**config.mk**
```make
export PLATFORM = sky130hd
export DESIGN_NAME = uart_tx_arbiter_flat
export DESIGN_NICKNAME = d
export VERILOG_FILES = /design/src/rtl/uart_pkg.sv /design/src/rtl/uart_tx_arbiter_if.sv /design/src/rtl/uart_tx_arbiter_rr_arbiter.sv /design/src/rtl/uart_tx_arbiter.sv /design/src/flat_wrapper.sv
export SDC_FILE = /design/constraint.sdc
export NUM_CORES = 1
export LEC_CHECK = 0
export CAP_MARGIN = 20
export CORE_ASPECT_RATIO = 0.7
export CORE_MARGIN = 2
export CORE_UTILIZATION = 37
export CTS_CLUSTER_SIZE = 28
export DETAILED_ROUTE_END_ITERATION = 10
export DONT_BUFFER_PORTS = 1
export GPL_TIMING_DRIVEN = 0
export MAX_ROUTING_LAYER = met4
export SKIP_LAST_GASP = 1
export SLEW_MARGIN = 5
export SYNTH_ARGS = -nofsm -noshare
export SYNTH_HDL_FRONTEND = slang
export SYNTH_HIERARCHICAL = 1
export SYNTH_SLANG_ARGS = --single-unit
```
**constraint.sdc**
```tcl
create_clock -name sclk -period 7.4 [get_ports sclk]
set_input_delay 1.48 -clock sclk [delete_from_list [all_inputs] [get_ports sclk]]
set_output_delay 1.48 -clock sclk [all_outputs]
set_load 0.1 [all_outputs]
```
**src/rtl/uart_pkg.sv**
```systemverilog
// Shared UART constants, baud-mode encodings and the TX arbiter state type.
package uart_pkg;

    localparam int B4800  = 2604;
    localparam int B9600  = 1302;
    localparam int B14_4K = 868;
    localparam int B19_2K = 651;

    localparam logic [1:0] MODE_4800  = 2'b00;
    localparam logic [1:0] MODE_9600  = 2'b01;
    localparam logic [1:0] MODE_14_4K = 2'b10;
    localparam logic [1:0] MODE_19_2K = 2'b11;

    localparam int OVS = 8;

    typedef enum logic [1:0] {
        IDLE = 2'b00,
        HOLD = 2'b01,
        WAIT = 2'b10
    } arb_state_t;

endpackage

```
**src/rtl/uart_tx_arbiter_if.sv**
```systemverilog
// Requester bundle plus the UART TX bundle; the arbiter uses the master side.
interface uart_tx_arbiter_if #(
    parameter int N_REQ = 4
) ();
    logic [N_REQ-1:0]   req;
    logic [8*N_REQ-1:0] req_data;
    logic [2*N_REQ-1:0] req_mode;
    logic [N_REQ-1:0]   gnt;
    logic [N_REQ-1:0]   done;
    logic [N_REQ-1:0]   err;
    logic               busy;
    logic               uart_tx_en;
    logic [1:0]         uart_tx_mode;
    logic [7:0]         uart_tx_data;
    logic               uart_tx_done;

    modport master (
        input  req, req_data, req_mode, uart_tx_done,
        output gnt, done, err, busy, uart_tx_en, uart_tx_mode, uart_tx_data
    );

    modport slave (
        output req, req_data, req_mode, uart_tx_done,
        input  gnt, done, err, busy, uart_tx_en, uart_tx_mode, uart_tx_data
    );
endinterface

```
**src/rtl/uart_tx_arbiter_rr_arbiter.sv**
```systemverilog
// Combinational round-robin pick: first set request at or after ptr, wrapping.
module rr_arbiter #(
    parameter int N  = 4,
    parameter int PW = $clog2(N)
) (
    input  logic [N-1:0]  req,
    input  logic [PW-1:0] ptr,
    output logic [N-1:0]  gnt,
    output logic          valid
);
    logic [PW:0] idx_s;
    logic        found_s;

    // Walk the requests from ptr with wrap-around, keeping only the first hit.
    always_comb begin
        gnt     = '0;
        found_s = 1'b0;
        idx_s   = '0;
        for (int k = 0; k < N; k++) begin
            idx_s = {1'b0, ptr} + (PW+1)'(k);
            if (idx_s >= (PW+1)'(N)) begin
                idx_s = idx_s - (PW+1)'(N);
            end else begin
                idx_s = idx_s;
            end
            if (req[idx_s[PW-1:0]] && !found_s) begin
                gnt[idx_s[PW-1:0]] = 1'b1;
                found_s            = 1'b1;
            end else begin
                found_s = found_s;
            end
        end
    end

    assign valid = found_s;
endmodule

```
**src/rtl/uart_tx_arbiter.sv**
```systemverilog
// Round-robin owner of the single UART transmitter: latches one byte per grant,
// holds TX_EN for a fixed window, then reports completion or timeout.
module uart_tx_arbiter
    import uart_pkg::*;
#(
    parameter int N_REQ   = 4,
    parameter int EN_HOLD = OVS * B19_2K,
    parameter int TIMEOUT = 262143
) (
    input  logic              sclk,
    input  logic              rst_n,
    uart_tx_arbiter_if.master bus
);
    localparam int PW = (N_REQ > 1) ? $clog2(N_REQ) : 1;
    localparam int HW = $clog2(EN_HOLD);
    localparam int TW = $clog2(TIMEOUT);
    localparam logic [HW-1:0] HOLD_LAST = HW'(EN_HOLD - 1);
    localparam logic [TW-1:0] TO_LAST   = TW'(TIMEOUT - 1);
    localparam logic [PW-1:0] PTR_LAST  = PW'(N_REQ - 1);

    arb_state_t       state_r, state_nxt_s;
    logic [PW-1:0]    ptr_r, ptr_nxt_s, owner_r, owner_nxt_s, gnt_idx_s;
    logic [HW-1:0]    hold_cnt_r, hold_nxt_s;
    logic [TW-1:0]    to_cnt_r, to_nxt_s;
    logic             done_seen_r, seen_nxt_s, done_q_r, done_rise_s, done_any_s;
    logic [N_REQ-1:0] gnt_r, gnt_nxt_s, done_r, done_nxt_s, err_r, err_nxt_s;
    logic [N_REQ-1:0] arb_gnt_s;
    logic             arb_valid_s, busy_r, tx_en_r, en_nxt_s;
    logic [1:0]       tx_mode_r, mode_nxt_s;
    logic [7:0]       tx_data_r, data_nxt_s;

    rr_arbiter #(.N(N_REQ), .PW(PW)) u_rr (
        .req   (bus.req),
        .ptr   (ptr_r),
        .gnt   (arb_gnt_s),
        .valid (arb_valid_s)
    );

    assign done_rise_s = bus.uart_tx_done & ~done_q_r;
    assign done_any_s  = done_rise_s | done_seen_r;

    // One-hot grant to binary index.
    always_comb begin
        gnt_idx_s = '0;
        for (int j = 0; j < N_REQ; j++) begin
            if (arb_gnt_s[j]) begin
                gnt_idx_s = PW'(j);
            end else begin
                gnt_idx_s = gnt_idx_s;
            end
        end
    end

    // Next-state and next-output logic; pulse outputs default low every cycle.
    always_comb begin
        state_nxt_s = state_r;
        ptr_nxt_s   = ptr_r;
        owner_nxt_s = owner_r;
        hold_nxt_s  = hold_cnt_r;
        to_nxt_s    = to_cnt_r;
        seen_nxt_s  = done_seen_r;
        gnt_nxt_s   = '0;
        done_nxt_s  = '0;
        err_nxt_s   = '0;
        en_nxt_s    = tx_en_r;
        mode_nxt_s  = tx_mode_r;
        data_nxt_s  = tx_data_r;
        case (state_r)
            IDLE: begin
                if (arb_valid_s) begin
                    gnt_nxt_s   = arb_gnt_s;
                    data_nxt_s  = bus.req_data[{gnt_idx_s, 3'b000} +: 8];
                    mode_nxt_s  = bus.req_mode[{gnt_idx_s, 1'b0} +: 2];
                    en_nxt_s    = 1'b1;
                    hold_nxt_s  = '0;
                    to_nxt_s    = '0;
                    seen_nxt_s  = 1'b0;
                    owner_nxt_s = gnt_idx_s;
                    ptr_nxt_s   = (gnt_idx_s == PTR_LAST) ? '0 : gnt_idx_s + PW'(1);
                    state_nxt_s = HOLD;
                end else begin
                    state_nxt_s = IDLE;
                end
            end
            HOLD: begin
                if ((to_cnt_r == TO_LAST) && !done_any_s) begin
                    err_nxt_s[owner_r] = 1'b1;
                    en_nxt_s           = 1'b0;
                    state_nxt_s        = IDLE;
                end else begin
                    to_nxt_s = (to_cnt_r == TO_LAST) ? to_cnt_r : to_cnt_r + TW'(1);
                    // An early TX_DONE is remembered and reported once WAIT is reached.
                    seen_nxt_s = done_seen_r | done_rise_s;
                    if (hold_cnt_r == HOLD_LAST) begin
                        en_nxt_s    = 1'b0;
                        state_nxt_s = WAIT;
                    end else begin
                        hold_nxt_s = hold_cnt_r + HW'(1);
                    end
                end
            end
            WAIT: begin
                if (done_any_s) begin
                    done_nxt_s[owner_r] = 1'b1;
                    seen_nxt_s          = 1'b0;
                    state_nxt_s         = IDLE;
                end else if (to_cnt_r == TO_LAST) begin
                    err_nxt_s[owner_r] = 1'b1;
                    en_nxt_s           = 1'b0;
                    state_nxt_s        = IDLE;
                end else begin
                    to_nxt_s = to_cnt_r + TW'(1);
                end
            end
            default: begin
                en_nxt_s    = 1'b0;
                seen_nxt_s  = 1'b0;
                state_nxt_s = IDLE;
            end
        endcase
    end

    // State, counters, latched byte and registered outputs.
    always_ff @(posedge sclk or negedge rst_n) begin
        if (!rst_n) begin
            state_r     <= IDLE;
            ptr_r       <= '0;
            owner_r     <= '0;
            hold_cnt_r  <= '0;
            to_cnt_r    <= '0;
            done_seen_r <= 1'b0;
            done_q_r    <= 1'b0;
            gnt_r       <= '0;
            done_r      <= '0;
            err_r       <= '0;
            busy_r      <= 1'b0;
            tx_en_r     <= 1'b0;
            tx_mode_r   <= 2'b00;
            tx_data_r   <= 8'h00;
        end else begin
            state_r     <= state_nxt_s;
            ptr_r       <= ptr_nxt_s;
            owner_r     <= owner_nxt_s;
            hold_cnt_r  <= hold_nxt_s;
            to_cnt_r    <= to_nxt_s;
            done_seen_r <= seen_nxt_s;
            done_q_r    <= bus.uart_tx_done;
            gnt_r       <= gnt_nxt_s;
            done_r      <= done_nxt_s;
            err_r       <= err_nxt_s;
            busy_r      <= (state_nxt_s != IDLE);
            tx_en_r     <= en_nxt_s;
            tx_mode_r   <= mode_nxt_s;
            tx_data_r   <= data_nxt_s;
        end
    end

    assign bus.gnt          = gnt_r;
    assign bus.done         = done_r;
    assign bus.err          = err_r;
    assign bus.busy         = busy_r;
    assign bus.uart_tx_en   = tx_en_r;
    assign bus.uart_tx_mode = tx_mode_r;
    assign bus.uart_tx_data = tx_data_r;
endmodule

```
**src/flat_wrapper.sv**
```systemverilog
// flat-port wrapper written by rule: the top's interface ports become plain ports
module uart_tx_arbiter_flat import uart_pkg::*;
#(
    parameter int N_REQ   = 4,
    parameter int EN_HOLD = OVS * B19_2K,
    parameter int TIMEOUT = 262143
)
  (sclk, rst_n, bus_req, bus_req_data, bus_req_mode, bus_uart_tx_done, bus_gnt, bus_done, bus_err, bus_busy, bus_uart_tx_en, bus_uart_tx_mode, bus_uart_tx_data);
  uart_tx_arbiter_if #(.N_REQ(N_REQ)) bus_i ();
  input  logic sclk;
  input  logic rst_n;
  input wire logic [$bits(bus_i.req)-1:0] bus_req;
  input wire logic [$bits(bus_i.req_data)-1:0] bus_req_data;
  input wire logic [$bits(bus_i.req_mode)-1:0] bus_req_mode;
  input wire logic [$bits(bus_i.uart_tx_done)-1:0] bus_uart_tx_done;
  output wire logic [$bits(bus_i.gnt)-1:0] bus_gnt;
  output wire logic [$bits(bus_i.done)-1:0] bus_done;
  output wire logic [$bits(bus_i.err)-1:0] bus_err;
  output wire logic [$bits(bus_i.busy)-1:0] bus_busy;
  output wire logic [$bits(bus_i.uart_tx_en)-1:0] bus_uart_tx_en;
  output wire logic [$bits(bus_i.uart_tx_mode)-1:0] bus_uart_tx_mode;
  output wire logic [$bits(bus_i.uart_tx_data)-1:0] bus_uart_tx_data;
  assign bus_i.req = bus_req;
  assign bus_i.req_data = bus_req_data;
  assign bus_i.req_mode = bus_req_mode;
  assign bus_i.uart_tx_done = bus_uart_tx_done;
  assign bus_gnt = bus_i.gnt;
  assign bus_done = bus_i.done;
  assign bus_err = bus_i.err;
  assign bus_busy = bus_i.busy;
  assign bus_uart_tx_en = bus_i.uart_tx_en;
  assign bus_uart_tx_mode = bus_i.uart_tx_mode;
  assign bus_uart_tx_data = bus_i.uart_tx_data;
  uart_tx_arbiter #(.N_REQ(N_REQ), .EN_HOLD(EN_HOLD), .TIMEOUT(TIMEOUT)) u_core (.sclk(sclk), .rst_n(rst_n), .bus(bus_i));
endmodule
```
==> metrics.md <==
| Metric | Value |
|---|---|
| Most frequent cells in the layout | `dfrtp_1, nand2_1, mux2i_1, nor2_1, o21ai_0` |
| Clk buf depth | `2` |
| Vias in the first global route | `around 3.2k` |
| Ys flop type | `dfrtp_1` |
| Gr usage total | `a little under a fifth` |
| Switching power | `1.004 mW` |
| Final setup vio count | `0` |
| Synthesized area | `between 3000 and 4000 um^2` |
| Avg WL per Cell | `between 15 and 20 um` |
| Worst-skew pair later-pin latency | `between 0.3 and 0.4 ns` |
| Internal power | `about 1.0 mW` |
| Synth cell types | `57` |
| Vias per cell | `about 5.8` |
| H-tree depth | `3` |
| Final std cells w/o fill | `between 500 and 600` |
| Flop2flop setup slack | `~4 ns` |
| Slew margin rel. | `a little over a third` |
| GRT overflow | `0` |
| Syn Area/Cell | `9.258 um^2` |
| Synth warnings | `6` |
| Sw Share | `just under 50%` |
| Fin. Hold Viols | `0` |
| Data required, critical path | `around 7.6 ns` |
| Fmax | `around 270 MHz` |
| Hold Path Class | `reg -> reg` |
| Post-CTS Setup Bufs | `0` |
| Gate power share | `between 30% and 40%` |
| Antenna violations before repair | `0` |
| Min cycle time layout | `3.691 ns` |
| Total wire length | `just over 10000 um` |
| Synth Register Bits | `63` |
| Leak Pwr | `1.964 nW` |
| Post-Synthesis Cells | `between 400 and 500` |
| Root Driver | `clkbuf_16` |
| First-pass GRT wire length | `16670 um` |
| Startpoint class of the critical path | `input port` |
| Area grow syn2layout | `12.23%` |
| Clk pwr share | `between 20% and 30%` |
| CTS tree | `yes` |
| Pwr Total | `2.044 mW` |
| Layout Skew | `a little over 0.01 ns` |
| Via count | `approximately 3.4k` |
| I/O pin count | `71` |
| DRT Pass-1 Iters | `5` |
| PwrDens | `around 460 nW/um^2` |
| Ant diodes | `0` |
| DRC | `0` |
| Core Area | `between 10000 and 15000 um^2` |
| Die area | `~12000 um^2` |
| Final hold slack | `around 0.53 ns` |
| Multi-input gate area | `between 2000 and 2500 um^2` |
| # port buffers | `0` |
| Worst hold endpoint | `u_core/hold_cnt_r[11]$_DFFE_PN0P_` |
| Share of flip-flops with an asynchronous set or reset | `100.0%` |
| Largest net degree at the start of global routing | `64` |
| Leading cell type in the layout, fill and taps excluded | `dfrtp_1` |
| Crit path max fanout | `10` |
| Die X | `between 100 and 150 um` |
| First DRT Iteration DRCs | `between 150 and 200` |
| Total CTS buffers | `9` |
| Post-CTS Resized | `0` |
| Final Max Slew Viols | `0` |
| Reg power frac | `38.7%` |
| Hold-fix buffers at CTS | `0` |
| Layout cell share with drive strength beyond 1 | `a little over a tenth` |
| TNS Setup | `0 ns` |
| Hold Crit Depth | `1` |
| Reg area | `between 1500 and 2000 um^2` |
| Period utilisation layout | `around half` |
| DP Wirelength | `about 7300 um` |
| Critical Path End Type | `flip-flop` |
| RSZ-0062 raised after global routing | `false` |
| CP arrival | `3.90 ns` |
| Peak VDD IR | `about 0.32 mV` |
| Row count | `31` |
| Die height | `between 90 and 100 um` |
| Clock sink count | `63` |
| Post-synthesis sequential area ratio | `between 30% and 40%` |
| GPL Wtd Cong | `between 0.8 and 0.9` |
| EDFF count, synth | `0` |
| Layout Nets | `around 500` |
| Filler Cell Count | `approximately 1000` |
| R2R depth | `12` |
| Crit Path Class | `in -> reg` |
| Worst slew pin tran | `between 0.9 and 1 ns` |
| Placed cells | `between 500 and 600` |
| Clk slew on worst S/H paths | `roughly 0.060 ns` |
| Post-DRT Antenna Nets | `0` |
| Starting density of the core | `roughly two fifths` |
| Run status | `complete, no violations` |
| Worst hold start | `u_core/hold_cnt_r[11]$_DFFE_PN0P_` |
| Reg2reg end | `u_core/bus.uart_tx_mode[0]$_DFFE_PN0P_` |
| Max-Cap Viols | `0` |
| Net count after synthesis | `~490` |
| Reg-to-Reg Start | `u_core/ptr_r[0]$_DFFE_PN0P_` |
## cell usage after synthesis, drive strengths merged, types with 2 or more instances
cell type | count | area [um^2]
nor2b | 3 | 18.77
nor3 | 21 | 121.4
a211oi | 3 | 22.52
nand2 | 53 | 198.9
o22a | 10 | 87.58
o41ai | 4 | 35.03
o2bb2ai | 4 | 35.03
nor2 | 21 | 78.83
mux2i | 28 | 280.3
nor3b | 4 | 30.03
o22ai | 8 | 50.05
a21o | 8 | 60.06
or3 | 2 | 22.52
dfrtp | 63 | 1577
inv | 11 | 41.29
a31oi | 3 | 18.77
nand3 | 17 | 85.08
ha | 13 | 162.7
and3 | 9 | 56.30
o31ai | 14 | 110.1
a211o | 4 | 35.03
buf | 17 | 113.9
nand2b | 10 | 62.56
a21oi | 10 | 53.80
mux2 | 4 | 45.04
nor4b | 2 | 17.52
o21a | 4 | 30.03
or2 | 3 | 18.77
nor4 | 2 | 12.51
and4 | 5 | 43.79
nand4 | 9 | 56.30
a2111oi | 4 | 53.80
or4 | 4 | 30.03
clkbuf | 11 | 41.29
o21ai | 32 | 163.9
## routing by layer
metal | vias to the layer above | share of wire, % | global-route usage (%) | wire (um)
met2 | 99 | 40 | 24.60 | 4093
met5 | - | 0 | - | 0
met4 | 0 | 1.1 | 5.586 | 109
met3 | 12 | 7.0 | 5.628 | 708
met1 | 1618 | 51 | 26.83 | 5207
li1 | 1638 | - | - | -
## cells by family (layout without fill, tap and decap cells)
family	after synthesis	after routing	synth area share [%]
AND/OR/NAND/NOR	168	168	22.01
multiplexers	33	33	8.717
flip-flops	63	63	39.51
buffers and inverters	39	55	4.923
AO/OA/AOI/OAI	115	115	20.76
adder cells (fa/ha/maj)	13	13	4.077
## worst max-delay path, cell delays in order
cell       delay, ns
buf_2           0.15
or3b_1          0.38
a2111oi_2       0.37
or3_4           0.22
o2bb2ai_1       0.14
clkbuf_1        0.28
buf_1           0.52
mux2i_1         0.28
o21ai_1         0.08
## stage by stage
stage | cell area (um^2) | setup slack [ns] | util (%)
6_report | 4478 | 3.709 | 42.92
5_1_grt | 4478 | 3.516 | 42.92
4_1_cts | 4478 | 3.716 | 42.92
3_5_place_dp | 4155 | 3.354 | 39.82
3_3_place_gp | 4155 | 3.436 | 39.82
2_1_floorplan | 3990 | 3.731 | -
## registers in the layout (all words and copies together), names as in the netlist, 2 cells and up
register and flops:
u_core/ptr_r 2, u_core/owner_r 2, u_core/hold_cnt_r 13, u_core/to_cnt_r 18
u_core/bus.gnt 4, u_core/bus.done 4, u_core/state_r 2, u_core/bus.uart_tx_data 8
u_core/bus.uart_tx_mode 2, u_core/bus.err 4
## how the worst max path moves through the flow
stage | start | end | depth (start not counted) | slack [ns]
finish | bus_req[2] | u_core/bus.uart_tx_mode[0]$_DFFE_PN0P_ | 9 | 3.71
global route | bus_req[2] | u_core/bus.uart_tx_data[5]$_DFFE_PN0P_ | 11 | 3.52
CTS | bus_req[2] | u_core/bus.uart_tx_data[5]$_DFFE_PN0P_ | 11 | 3.72
detailed placement | bus_req[2] | u_core/bus.uart_tx_data[5]$_DFFE_PN0P_ | 11 | 3.35
global placement | bus_req[2] | u_core/bus.uart_tx_data[4]$_DFFE_PN0P_ | 9 | 3.44
floorplan | bus_req[2] | u_core/bus.uart_tx_data[0]$_DFFE_PN0P_ | 9 | 3.73
## power groups by stage
stage               Combinational (mW)  Sequential [mW]  Clock [mW]
floorplan                        0.625            0.769           0
global placement                 0.763            0.795           0
detailed placement               0.782            0.797           0
CTS                              0.785            0.792       0.470
global route                     0.877            0.805       0.484
finish                           0.792            0.792       0.460
## cell type report
class / instances / area share [%]
Multi-Input combinational cell: 329 / 49.51
Sequential cell: 63 / 35.21
Clock buffer: 10 / 5.113
Tap cell: 132 / 3.688
Buffer: 28 / 3.465
Clock inverter: 6 / 2.096
Inverter: 11 / 0.9220
Note: power is estimated with default switching activity, not from simulation.
